### src/rtl/bit_stream_serializer.sv
// Parallel-to-serial feeder: one-word holding register in front of a shifter with a programmable bit period.
// Words stream gaplessly when the holding register refills before the last bit ends; the line idles at 0.
module bit_stream_serializer #(
  parameter int WIDTH = 8,
  parameter int DIV_W = 8
) (
  input  logic             clk,
  input  logic             rst,
  input  logic [WIDTH-1:0] in_data,
  input  logic             in_valid,
  output logic             in_ready,
  input  logic [DIV_W-1:0] div,
  input  logic             lsb_first,
  input  logic             abort,
  output logic             bit_out,
  output logic             bit_strobe,
  output logic             word_done,
  output logic             busy
);

  localparam int BW = $clog2(WIDTH);
  localparam logic [BW-1:0] LAST = BW'(WIDTH - 1);

  typedef enum logic {IDLE, SHIFT} state_t;

  state_t           state_q;
  logic [WIDTH-1:0] hold_q;
  logic             hold_full_q;
  logic [WIDTH-1:0] sh_q;
  logic [BW-1:0]    bidx_q;
  logic [DIV_W-1:0] dcnt_q;
  logic [DIV_W-1:0] div_q;
  logic             lsb_q;

  logic shifting, bit_end, last_end, load_d, accept_d;

  assign shifting = (state_q == SHIFT);
  assign bit_end  = (dcnt_q == div_q);
  assign last_end = shifting && bit_end && (bidx_q == LAST);
  // The shifter takes the held word when idle or exactly at the end of the current word's last bit.
  assign load_d   = hold_full_q && (!shifting || last_end);
  assign accept_d = in_valid && !hold_full_q;

  assign in_ready   = !hold_full_q;
  assign busy       = shifting;
  assign bit_out    = shifting && (lsb_q ? sh_q[bidx_q] : sh_q[LAST - bidx_q]);
  assign bit_strobe = shifting && (dcnt_q == '0);
  assign word_done  = last_end;

  always_ff @(posedge clk) begin
    if (rst) begin
      state_q     <= IDLE;
      hold_q      <= '0;
      hold_full_q <= 1'b0;
      sh_q        <= '0;
      bidx_q      <= '0;
      dcnt_q      <= '0;
      div_q       <= '0;
      lsb_q       <= 1'b0;
    end else if (abort) begin
      state_q     <= IDLE;
      hold_full_q <= 1'b0;
      bidx_q      <= '0;
      dcnt_q      <= '0;
    end else begin
      if (accept_d) begin
        hold_q      <= in_data;
        hold_full_q <= 1'b1;
      end else if (load_d) begin
        hold_full_q <= 1'b0;
      end

      if (load_d) begin
        state_q <= SHIFT;
        sh_q    <= hold_q;
        bidx_q  <= '0;
        dcnt_q  <= '0;
        div_q   <= div;
        lsb_q   <= lsb_first;
      end else if (shifting) begin
        if (!bit_end) begin
          dcnt_q <= dcnt_q + 1'b1;
        end else begin
          dcnt_q <= '0;
          if (bidx_q == LAST) begin
            state_q <= IDLE;
            bidx_q  <= '0;
          end else begin
            bidx_q <= bidx_q + 1'b1;
          end
        end
      end
    end
  end

endmodule

### config.mk
export PLATFORM = sky130hd
export DESIGN_NAME = bit_stream_serializer
export DESIGN_NICKNAME = d
export VERILOG_FILES = /design/src/rtl/bit_stream_serializer.sv
export SDC_FILE = /design/constraint.sdc
export NUM_CORES = 1
export LEC_CHECK = 0
export CORE_MARGIN = 4
export CORE_UTILIZATION = 55
export DETAILED_ROUTE_END_ITERATION = 10
export GPL_ROUTABILITY_DRIVEN = 0
export HOLD_SLACK_MARGIN = 0.03
export PLACE_DENSITY = 0.78
export SYNTH_ARGS = -nofsm -noshare
export SYNTH_HDL_FRONTEND = slang
export SYNTH_SLANG_ARGS = --single-unit
### constraint.sdc
create_clock -name clk -period 5.45 [get_ports clk]
set_input_delay 1.09 -clock clk [delete_from_list [all_inputs] [get_ports clk]]
set_output_delay 1.09 -clock clk [all_outputs]
set_load 0.03 [all_outputs]
# Word-level counts from Yosys, hierarchy flattened
# Cells that the tools add are included.
totals:
  ff_bits: 38
  romBits: 0
  ram_bits: 0
  output_inout_bits: 5
  latchBits: 0
  word_cells: 45
  input_bits: 21
  memories: 0
classes:
  n_bitwise: 1
  n_reduce_logical: 16
  muxes: 13
  n_shift: 0
  add_sub_neg: 3
  eq_ne: 2
  mul: 0
  order_cmp: 2
  div_mod_pow: 0
ops:
  columns: ["operator", "count"]
  rows:
  - ["1-bit two-way mux", 9]
  - ["8-bit by 1-bit adder with 8-bit output, second input constant", 1]
  - ["8-bit equality test", 1]
  - ["8-bit logical NOT", 1]
  - ["3-bit by 4-bit < comparator with 1-bit output, second input constant", 2]
  - ["8-bit two-way mux", 1]
  - ["1-bit binary-select mux with 3-bit select", 2]
  - ["1-bit logical AND", 6]
  - ["2-bit AND reduction", 3]
  - ["3-bit by 1-bit adder with 3-bit output, second input constant", 1]
  - ["3-bit equality test, second input constant", 1]
  - ["3-bit two-way mux", 1]
  - ["3-bit OR reduction", 1]
  - ["3-bit subtractor, first input constant", 1]
  - ["1-bit logical NOT", 2]
  - ["2-bit nonzero test", 1]
  - ["2-bit OR reduction", 1]
  - ["1-bit logical OR", 1]
  - ["1-bit inverter", 1]

# Logic depth before layout (Yosys ltp)
# Gate-level depths: netlist (run 1).
depth:
  word_depth: 7
  ltp_mapped: 8

# Worst setup path after synthesis (run 1)
# OpenSTA, ideal clock, no wires.
synth_path:
  kind: "flip-flop to output port"
  startpoint: "register dcnt_q[2]"
  endpoint: "output port bit_strobe"
  required_time_ns: 4.360
  arrival_time_ns: 1.832
  stages_incl_launch_ff: 4
  slack_ns: 2.528
  cell_sequence: "dfxtp_1 > buf_6 > or4_1 > nor4_1"
synth_via:
  elab_chain_cells: 2
synth_lines:
  columns: ["item", "line", "source"]
  rows:
  - ["start, declared", "31", "logic [DIV_W-1:0] dcnt_q;"]
  - ["start signal, assigned", "82", "dcnt_q <= dcnt_q + 1'b1;"]
  - ["8-bit logical NOT", "47", "assign bit_strobe = shifting && (dcnt_q == '0);"]
  - ["1-bit logical AND", "47", null]
  - ["end, declared", "16", "output logic bit_strobe,"]
# No other way between the ends.

# Worst setup path after layout (run 1)
layout_path:
  startpoint: "register state_q (netlist: busy)"
  endpoint: "output port word_done"
layout_via:
  elab_chain_cells: 2
layout_lines:
  columns: ["item", "line", "source"]
  rows:
  - ["start, declared", "26", "state_t state_q;"]
  - ["start signal, assigned", "52", "state_q <= IDLE;"]
  - ["start signal, assigned", "61", "state_q <= IDLE;"]
  - ["start signal, assigned", "74", "state_q <= SHIFT;"]
  - ["1-bit logical AND (2 in a row)", "39", "assign last_end = shifting && bit_end && (bidx_q == LAST);"]
  - ["end, declared", "17", "output logic word_done,"]
# No other way between the ends.

==> impl_metrics.env, run 1 <==
export IMPL_slowest_stage="clkdlybuf4s50_1"
export IMPL_vdd_ir_drop_max_mv=0.126
export IMPL_cts_buffers=5
export IMPL_die_area_um2=5550
export IMPL_syn_inst=276
export IMPL_path_clk_slew_ns=0.08
export IMPL_vias=2131
export IMPL_crit_end="word_done"
export IMPL_clk_latency_ns=0.29
export IMPL_synth_nets=301
export IMPL_finalCriticalPeriod_ns=3.62
export IMPL_cpPeakStageDelay_ns=0.69
export IMPL_cts_resized=0
export IMPL_antenna_found_initial=0
export IMPL_maxCapViolations=0
export IMPL_port_buffers=25
export IMPL_highest_layer="met4"
export IMPL_synthArstFlopShare=0
export IMPL_ant_nets=0
export IMPL_rsz0062_at_grt="false"
export IMPL_endpoint_kind="output pin"
export IMPL_yosys_most_used_dff="dfxtp_1"
export IMPL_maxSlewHeadroom=0.566
export IMPL_crit_start="busy"
export IMPL_ff2ff_path_depth=7
export IMPL_initial_core_util=0.587
export IMPL_min_period_over_period=0.663
export IMPL_htree_levels=2
export IMPL_timing_reg2reg_setup_slack_ns=2.99
export IMPL_p_per_area_nw_per_um2=220
export IMPL_fp_dieW_um=74.5
export IMPL_setup_ws_ns=1.83
export IMPL_drive_above_1_share=0.0868
export IMPL_post_dp_hpwl_um=3470
export IMPL_worstSetupStartpointType="register"
export IMPL_cp_arrival_ns=2.53
export IMPL_first_pass_iters=4
export IMPL_finalMaxSlewViolations=0
export IMPL_yosysUniqueCellTypes=38
export IMPL_pre_cts_ws_ns=1.96
export IMPL_synth_area_leader_cell="dfxtp_1"
export IMPL_num_antenna_cells=0
export IMPL_wl_per_cell_um=15.4
export IMPL_dr_first_iter_drc_count=200
export IMPL_hold_violations=0
export IMPL_grt_max_degree=45
export IMPL_area_growth_pct=14.1
export IMPL_syn_area_per_cell_um2=8.81
export IMPL_grt_util_all_layers=0.201
export IMPL_fp_row_count=23
export IMPL_yosys_warnings=0
export IMPL_io_pin_count=26
export IMPL_met3_length_um=299
export IMPL_required_ns=4.36
export IMPL_fin_nets=312
export IMPL_setup_viol=0
export IMPL_path_cells="inv_1, or3_1, nor2_1, clkdlybuf4s50_1"
export IMPL_path_max_fanout=13
export IMPL_crit_type="reg -> out"
export IMPL_skew_ns=0.00843
export IMPL_drc=0
export IMPL_wl_met2_um=2490
export IMPL_grt_pass1_wl_um=8880
export IMPL_worst_slew_pin_slew_ns=0.648
export IMPL_cts_hold_fix_buffers=0
export IMPL_ys_top_cells_by_count="dfxtp_1 (38), nand3_1 (25), nor2b_1 (20)"
export IMPL_cts_post_setup_buffers_inserted=0
export IMPL_synth_edf_count=0
export IMPL_yosysSeqAreaShare=0.313
export IMPL_yosys_area_top_type_share=0.313
export IMPL_cts_root_buf="clkbuf_8"
export IMPL_max_clock_freq_mhz=277
export IMPL_outcome="finished, final reports clean"
export IMPL_die_h_um=74.5
export IMPL_met1_length_um=2400
export IMPL_routed_wl_um=5210
export IMPL_synth_seq_cells=38
export IMPL_synth_area_um2=2430
export IMPL_regToRegEndpoint="sh_q[5]"
export IMPL_rr_startpoint="bidx_q[0]"
export IMPL_grt_overflow=0
export IMPL_grt_pass1_vias=1892
export IMPL_core_um2=4140
export IMPL_synth_most_common_cell="dfxtp_1"
export IMPL_vias_per_cell=6.30
export IMPL_cts_tree="built"
export IMPL_tns_ns=0
export IMPL_cts_num_sinks=38
export IMPL_power_leakage_nw=0.961
export IMPL_synthTopCellsByArea="dfxtp_1 (31%), or4b_1 (7.0%), a32oi_1 (6.1%)"
export IMPL_hold_path_class="reg -> reg"
export IMPL_cts_buffer_depth=2
## power by group
part	switching (mW)	internal, mW
Clock	0.102	0.137
Combinational	0.0472	0.0340
Sequential	0.00581	0.284
Total	0.155	0.454
## logic make-up (layout without fill, tap and decap cells)
| logic type | after synthesis | after routing | synth area share |
|---|---|---|---|
| AND/OR/NAND/NOR | 121 | 121 | 0.321 |
| AO/OA/AOI/OAI | 53 | 53 | 0.148 |
| flip-flops | 38 | 38 | 0.313 |
| buffers and inverters | 34 | 46 | 0.0664 |
| multiplexers | 14 | 14 | 0.0782 |
| XOR/XNOR | 12 | 12 | 0.0525 |
| adder cells (fa/ha/maj) | 4 | 4 | 0.0206 |
## critical path, delay by kind of cell (launching register included)
kind / cells / cell delay [ns]
and+or+nand+nor: 2 / 0.68
buffers and inverters: 2 / 0.94
DFF: 1 / 0.62
## metrics by stage
step	instances	area (µm²)	utilization	hold slack (ns)	power (mW)
5_1_grt	338	2770	0.669	0.525	0.634
3_5_place_dp	330	2660	0.643	0.481	0.377
2_1_floorplan	276	2430	-	0.452	0.348
6_report	338	2770	0.669	0.490	0.609
3_3_place_gp	330	2660	0.643	0.465	0.375
4_1_cts	338	2770	0.669	0.500	0.613
## cell type report
cell class                      instances  area [µm²]
Multi-Input combinational cell        204        1520
Clock buffer                            6        72.6
Sequential cell                        38         761
Timing Repair Buffer                   32         303
Fill cell                             370        1370
Inverter                                6        22.5
Clock inverter                          2        37.5
Tap cell                               50        62.6
## sequential cells by signal (all words and copies together), names as in the netlist
register / flops
sh_q: 8
hold_q: 8
div_q: 8
lsb_q: 1
dcnt_q: 8
busy: 1
hold_full_q: 1
bidx_q: 3
## metal layers
metal  global-route usage  vias up
met1                0.285     1008
li1                     -     1055
met3               0.0473        2
met2                0.312       66
met4               0.0415        0
met5                    0        -
## cell usage in the layout (no fill, tap or decap), types with 3 or more instances in the layout
cell             count
xnor2_2              3
buf_4                7
a211oi_1             3
and3_1               5
nand2_1              9
inv_1                5
nor3b_1             18
nor2b_1             20
o21ai_0             19
mux2i_1             10
ha_1                 4
nand4_1              3
o211ai_1             3
clkdlybuf4s50_1     25
dfxtp_1             38
xnor2_1              7
or4b_1              17
nand3_1             25
a21oi_1              5
nor4_1               3
mux4_2               4
clkbuf_8             5
nor2_1              12
a32oi_1             17
## worst min path at each step
stage | from | endpoint | slack, ns | cells after the start
6_report | hold_q[3] | hold_q[3] | 0.49 | 2
3_5_place_dp | hold_q[3] | hold_q[3] | 0.48 | 2
5_1_grt | hold_q[2] | hold_q[2] | 0.52 | 2
4_1_cts | hold_q[3] | hold_q[3] | 0.50 | 2
3_3_place_gp | hold_q[2] | hold_q[2] | 0.47 | 2
2_1_floorplan | hold_q[0] | hold_q[0] | 0.45 | 2
(Power assumes the default switching activity.)
==> inputs of run 2 (changes only) <==
==> constraint.sdc (replaced) <==
create_clock -name clk -period 3.58 [get_ports clk]
set_input_delay 0.716 -clock clk [delete_from_list [all_inputs] [get_ports clk]]
set_output_delay 0.716 -clock clk [all_outputs]
set_load 0.03 [all_outputs]
==> run 2 against run 1 <==
Routed wire length grew 9.9%. Cell area rose by 1.4%. Non-clock buffer count is 1 higher. Sequential share of layout area is 0.39 points lower. Combinational power is 55% higher. Global-route usage increased by 2.0 points. Core utilization grew 0.97 points. Largest cell class unchanged.
==> impl_metrics.env, run 2 (same netlist as run 1, synthesis figures left out) <==
export IMPL_grt_pass1_wl_um=9630
export IMPL_fillers=346
export IMPL_cts_root_buf="clkbuf_8"
export IMPL_maxSlewHeadroom=0.472
export IMPL_cts_post_setup_buffers_inserted=0
export IMPL_worstSetupStartpointType="register"
export IMPL_area_growth_pct=15.7
export IMPL_routed_wl_um=5720
export IMPL_fp_dieW_um=74.5
export IMPL_required_ns=2.86
export IMPL_wl_per_cell_um=16.9
export IMPL_grt_pass1_vias=1992
export IMPL_clk_latency_ns=0.29
export IMPL_ant_nets=0
export IMPL_mostFrequentLayoutCells="dfxtp_1 (38), nand3_1 (25), clkdlybuf4s50_1 (25), nor2b_1 (20), o21ai_0 (19)"
export IMPL_maxCapViolations=0
export IMPL_cts_buffers=5
export IMPL_finalMaxSlewViolations=0
export IMPL_setup_viol=0
export IMPL_max_clock_freq_mhz=315
export IMPL_drive_above_1_share=0.0934
export IMPL_hold_violations=0
export IMPL_port_buffers=25
export IMPL_die_area_um2=5550
export IMPL_num_antenna_cells=0
export IMPL_vias_per_cell=6.59
export IMPL_core_um2=4140
export IMPL_tns_ns=0
export IMPL_antenna_found_initial=0
export IMPL_fin_nets=313
export IMPL_drc=0
export IMPL_htree_levels=2
export IMPL_cts_resized=0
export IMPL_cts_hold_fix_buffers=0
export IMPL_grt_max_degree=45
export IMPL_grt_util_all_layers=0.221
export IMPL_vdd_ir_drop_max_mv=0.306
export IMPL_p_per_area_nw_per_um2=365
export IMPL_cts_tree="built"
export IMPL_finalCriticalPeriod_ns=3.18
export IMPL_vias=2235
export IMPL_whs_ns=0.485
export IMPL_endpoint_kind="output pin"
export IMPL_power_mw=1.03
export IMPL_skew_ns=0.00567
export IMPL_crit_type="reg -> out"
export IMPL_final_common_cell="dfxtp_1"
export IMPL_worst_slew_pin_slew_ns=0.791
export IMPL_fin_util=0.679
export IMPL_min_period_over_period=0.887
export IMPL_first_pass_iters=6
export IMPL_outcome="finished, final reports clean"
export IMPL_cts_buffer_depth=2
export IMPL_dr_first_iter_drc_count=273
export IMPL_rsz0062_at_grt="false"
export IMPL_hold_path_class="reg -> reg"
export IMPL_die_h_um=74.5
export IMPL_io_pin_count=26
export IMPL_path_max_fanout=7
export IMPL_path_clk_slew_ns=0.08
export IMPL_cts_num_sinks=38
export IMPL_grt_overflow=0
export IMPL_fp_row_count=23
export IMPL_initial_core_util=0.587
export IMPL_power_leakage_nw=0.985
export IMPL_cp_arrival_ns=2.46
export IMPL_post_dp_hpwl_um=3650
==> run 2: changes by cell type in the layout (fill, tap and decap cells not counted), sizes merged <==
cell      change
buf           +1
bufinv        +1
clkinvlp      -1
==> run 2: routing by layer <==
layer,up-vias,track usage,part of all wire
met5,-,0,0
met4,0,0.0909,0.019
met3,15,0.0459,0.067
met2,94,0.323,0.45
met1,1054,0.315,0.47
li1,1072,-,-
==> run 2: worst paths after layout <==
| kind | endpoint | startpoint | cells past startpoint | slack (ns) |
|---|---|---|---|---|
| setup reg to reg | sh_q[7] | bidx_q[0] | 7 | 1.30 |
| hold / removal | hold_q[5] | hold_q[5] | 2 | 0.49 |
| setup / recovery | bit_out | bidx_q[0] | 5 | 0.40 |
| hold reg to reg | hold_q[5] | hold_q[5] | 2 | 0.49 |
==> run 2: power by group <==
| group | internal, mW | switching (mW) | total (mW) |
|---|---|---|---|
| registers | 0.432 | 0.00804 | 0.440 |
| clock network | 0.297 | 0.163 | 0.461 |
| logic | 0.0514 | 0.0745 | 0.126 |
| total | 0.781 | 0.246 | 1.03 |
==> run 2: worst max-delay path, cell delays in order (launching register included) <==
cell and delay, ns:
dfxtp_1 0.54, mux4_2 0.55, nor2b_1 0.15, a211oi_1 0.23, a211oi_1 0.09, clkdlybuf4s50_1 0.60
==> run 2: area by class of cell <==
cell class / instances / area (µm²) / share of cell area
Clock buffer: 6 / 82.6 / 0.0293
Clock inverter: 2 / 60.1 / 0.0213
Inverter: 6 / 22.5 / 0.00800
Multi-Input combinational cell: 204 / 1520 / 0.538
Sequential cell: 38 / 761 / 0.270
Tap cell: 50 / 62.6 / 0.0222
Timing Repair Buffer: 33 / 310 / 0.110
==> run 2: metrics by stage <==
stage          worst slack [ns]  cells  area (µm²)
2_1_floorplan              1.03    276        2430
3_3_place_gp              0.790    331        2670
6_report                  0.403    339        2810
4_1_cts                   0.381    339        2810
3_5_place_dp              0.749    331        2670
5_1_grt                   0.271    339        2810
==> edit 1: new RTL, settings of run 1 <==
Reset style: asynchronous (`rst`), changed in one clocked block.
--- a/src/rtl/bit_stream_serializer.sv
+++ b/src/rtl/bit_stream_serializer.sv
@@ -47,7 +47,7 @@
   assign bit_strobe = shifting && (dcnt_q == '0);
   assign word_done  = last_end;
 
-  always_ff @(posedge clk) begin
+  always_ff @(posedge clk or posedge rst) begin
     if (rst) begin
       state_q     <= IDLE;
       hold_q      <= '0;
Behaviour: differs if rst is asserted again (counterexample within 4 cycles, from zero or initial values and one cycle with rst high); with rst held inactive, the same outputs for 10 cycles.
==> edit 1 against run 1 <==
- synthesized area rose by 3.6%
- sequential cell count did not move
- clock skew fell by 0.0031 ns
- core utilization fell by 1.6 points
- setup slack got worse by 0.52 ns
- final area rose by 3.3%
- wire length rose by 19%
- critical path type unchanged
Power is not compared: it rests on default switching activity, and its combinational part moved more than twofold at a synthesized area within 25%.
==> edit 1: results (changes against run 1) <==
| Metric | Value |
|---|---|
| Ranking of synthesized cells by area | `dfrtp_1 38%, nand2_1 8.0%, o211ai_1 5.7%, and3_1 5.0%, mux4_1 4.2% (was dfxtp_1 31%, or4b_1 7.0%, a32oi_1 6.1%, nor3b_1 5.6%, nand3_1 5.1%)` |
| Largest net degree at the start of global routing | `39 (was 45)` |
| Net Count, Synth | `323 (was 301)` |
| Total track usage | `23.6% (was 20.1%)` |
| Initial antenna violation count | `0 (unchanged)` |
| PortBufs | `25 (unchanged)` |
| Post-DP Area | `0.00276 mm² (was 0.00266 mm²)` |
| Post-detailed-placement half-perimeter wirelength | `4040 µm (was 3470 µm)` |
| M1 GR Usage | `34.9% (was 28.5%)` |
| Routed WL per cell | `17.1 µm (was 15.4 µm)` |
| First-pass DRT Iterations | `4 (unchanged)` |
| H-tree levels | `2 (unchanged)` |
| CP arrival | `3.05 ns (was 2.53 ns)` |
| Max VDD drop | `0.138 mV` |
| Largest fanout on the critical path | `23 (was 13)` |
| Outcome | `completed (unchanged)` |
| # nets final | `335 (was 312)` |
| Ant diodes | `0 (unchanged)` |
| Yosys warnings | `0 (unchanged)` |
| Final Hold Viols | `0 (unchanged)` |
| Clk pin slew, worst setup/hold paths | `0.07 ns` |
| Most used DFF post-synth | `dfrtp_1 (was dfxtp_1)` |
| Vias in the first global route | `2080 (was 1892)` |
| Postcts setup bufs | `0 (unchanged)` |
| Hold Path Class | `flop to flop (unchanged)` |
| Post-synth ARST share | `100% (was 0%)` |
| Pleak | `1.15 nW` |
| Register area share after synthesis | `37.8% (was 31.3%)` |
| CTS resizes | `0 (unchanged)` |
| Unique masters post-synth | `40 (was 38)` |
| CTS Root Cell | `clkbuf_8 (unchanged)` |
| Initial DRC Count | `222 (was 200)` |
| Setup WS pre-CTS | `1.68 ns (was 1.96 ns)` |
| Clk Latency, worst-skew pair | `0.30 ns` |
| Synth cell count leaders | `54 x nand2_1, 38 x dfrtp_1, 21 x nand3_1 (was 38 x dfxtp_1, 25 x nand3_1, 20 x nor2b_1)` |
| First-pass GRT wire length | `10200 µm (was 8880 µm)` |
| Clock buffer depth | `2 (unchanged)` |
| Layout cell share with drive strength beyond 1 | `4.50% (was 8.68%)` |
| GR Util met2 | `34.3% (was 31.2%)` |
| Slew @ Worst Pin | `1.17 ns (was 0.648 ns)` |
| TritonCTS Buffers | `5 (unchanged)` |
| Fin Clk Skew | `0.00536 ns (was 0.00843 ns)` |
| Vias | `2290 (was 2131)` |
| M3 GR Usage | `4.88% (was 4.73%)` |
[edit 1: final timing paths]
| path | from | endpoint | slack [ns] | cells past startpoint |
|---|---|---|---|---|
| worst max register to register | bidx_q[0] | busy | 2.96 | 5 |
| min in group asynchronous | rst | busy | 1.22 | 3 |
| worst min-delay path | hold_q[7] | hold_q[7] | 0.52 | 1 |
| worst min register to register | hold_q[7] | hold_q[7] | 0.52 | 1 |
| worst max-delay path | bidx_q[0] | word_done | 1.31 | 5 |
| max in group asynchronous | rst | bidx_q[2] | 3.87 | 3 |
[edit 1: power by group]
| part | internal, W | leakage (nW) | switching (W) |
|---|---|---|---|
| Combinational | 0.0000810 | 0.645 | 0.0000825 |
| Sequential | 0.000320 | 0.447 | 0.0000403 |
| Clock | 0.000128 | 0.0575 | 0.000102 |
[edit 1: through the flow]
step           hold slack (ns)  util [%]  instances
2_1_floorplan            0.486         -        298
3_3_place_gp             0.513      62.9        355
3_5_place_dp             0.517      62.9        355
4_1_cts                  0.533      65.4        363
5_1_grt                  0.567      65.4        363
6_report                 0.523      65.4        363
[edit 1: cell type report]
type | count | area [µm²]
Sequential cell | 38 | 951
Timing Repair Buffer | 28 | 273
Fill cell | 379 | 1520
Tap cell | 52 | 65.1
Multi-Input combinational cell | 224 | 1420
Clock buffer | 8 | 110
Inverter | 13 | 48.8
[edit 1: critical path: stages (launching register included)]
cell             delay (ns)
dfrtp_1                0.51
ha_1                   0.21
ha_1                   0.63
clkinv_1               0.48
nor2_1                 0.23
clkdlybuf4s50_1        0.69
[edit 1: kinds of logic (layout without fill, tap and decap cells)]
kind of cell / Yosys count / in the layout / synth area share (%)
AND/OR/NAND/NOR: 138 / 138 / 26.3
adder cells (fa/ha/maj): 4 / 4 / 1.99
flip-flops: 38 / 38 / 37.8
AO/OA/AOI/OAI: 66 / 66 / 19.0
multiplexers: 8 / 8 / 6.31
buffers and inverters: 36 / 49 / 5.91
XOR/XNOR: 8 / 8 / 2.78
[edit 1: routing by layer]
metal | share of wire (%) | wire length (µm)
met1 | 48 | 2980
met2 | 45 | 2760
met3 | 5.9 | 367
met4 | 1.3 | 81
met5 | 0 | 0
==> edit 2: new RTL, settings of run 1 <==
Without the edit above. Set the parameter `WIDTH` to 4 (it was 8).
--- a/src/rtl/bit_stream_serializer.sv
+++ b/src/rtl/bit_stream_serializer.sv
@@ -1,7 +1,7 @@
 // Parallel-to-serial feeder: one-word holding register in front of a shifter with a programmable bit period.
 // Words stream gaplessly when the holding register refills before the last bit ends; the line idles at 0.
 module bit_stream_serializer #(
-  parameter int WIDTH = 8,
+  parameter int WIDTH = 4,
   parameter int DIV_W = 8
 ) (
   input  logic             clk,
Interface: changed (resized in_data); port bits go from 26 to 22. The function was not compared with the original's and may differ.
==> edit 2 against run 1 <==
- synthesized area fell by 38%
- sequential cell count decreased by 9
- setup slack improved by 0.10 ns
- wire length down 47%
- non-clock buffer count shrank 11
- final area decreased by 37%
- core utilization increased by 2.1 points
- critical path depth grew 1
- clock skew is 0.0032 ns higher
- total power is 37% lower
==> edit 2: results (changes against run 1) <==
| Metric | Value |
|---|---|
| Outcome | `completed (unchanged)` |
| Slew @ Worst Pin | `0.825 ns (was 0.648 ns)` |
| Total track usage | `17.6% (was 20.1%)` |
| Register area share after synthesis | `38.6% (was 31.3%)` |
| Pleak | `0.752 nW (was 0.961 nW)` |
| Placed cell count | `198 (was 330)` |
| Fin Clk Skew | `0.0117 ns (was 0.00843 ns)` |
| # nets final | `195 (was 312)` |
| Final worst slack | `1.93 ns (was 1.83 ns)` |
| Largest fanout on the critical path | `6 (was 13)` |
| Clk Latency, worst-skew pair | `0.33 ns (was 0.29 ns)` |
| Synth cell count leaders | `29 x dfxtp_1, 29 x nand2b_1, 19 x mux2i_1 (was 38 x dfxtp_1, 25 x nand3_1, 20 x nor2b_1)` |
| Max VDD drop | `0.206 mV (was 0.126 mV)` |
| Net Count, Synth | `174 (was 301)` |
| Layout Cells excl Fill | `206 (was 338)` |
| Post-DP Area | `0.00170 mm² (was 0.00266 mm²)` |
| Post-Syn Instances | `154 (was 276)` |
| Worst r2r path cells | `5 (was 7)` |
| Adder-cell share of the synthesized area | `2.49% (was 2.06%)` |
| Post-synthesis compound-gate area fraction | `5.57% (was 14.8%)` |
| Setup WS pre-CTS | `2.32 ns (was 1.96 ns)` |
| Largest net degree at the start of global routing | `33 (was 45)` |
| Sequential Power Share | `56.8% (was 47.6%)` |
| PortBufs | `21 (was 25)` |
| Routed WL per cell | `13.3 µm (was 15.4 µm)` |
| Layout cell share with drive strength beyond 1 | `7.95% (was 8.68%)` |
| CP arrival | `2.43 ns (was 2.53 ns)` |
| RR Endpoint | `div_q[1] (was sh_q[5])` |
| Critical Path Max Stage Delay | `0.67 ns (was 0.69 ns)` |
| Seq. cell area | `581 µm² (was 761 µm²)` |
| Setup crit start | `dcnt_q[6] (was busy)` |
| Hold Path Sink | `sh_q[2] (was hold_q[3])` |
| Sw Ratio | `25.4% (about the same)` |
==> edit 2: routing by layer <==
metal | up-vias | share of wire (%) | wire, µm | track usage [%]
met5 | - | 0 | 0 | 0
met4 | 0 | 1.8 | 48 | 6.65
met3 | 7 | 6.1 | 167 | 7.78
met2 | 20 | 47 | 1300 | 29.5
met1 | 507 | 45 | 1230 | 19.5
li1 | 568 | - | - | -
==> edit 2: critical path, delay by kind of cell, from the launching register on <==
family | cells | cell delay, ns
flip-flops | 1 | 0.36
buffers and inverters | 1 | 0.67
XOR/XNOR | 1 | 0.16
AND/OR/NAND/NOR | 3 | 0.90
==> edit 2: cell type report <==
class	instances	area share [%]
timing repair buffer	21	12.0
inverter	3	0.641
clock buffer	5	2.14
clock inverter	3	0.997
tap	30	2.14
sequential	29	33.0
multi-input combinational	115	49.1
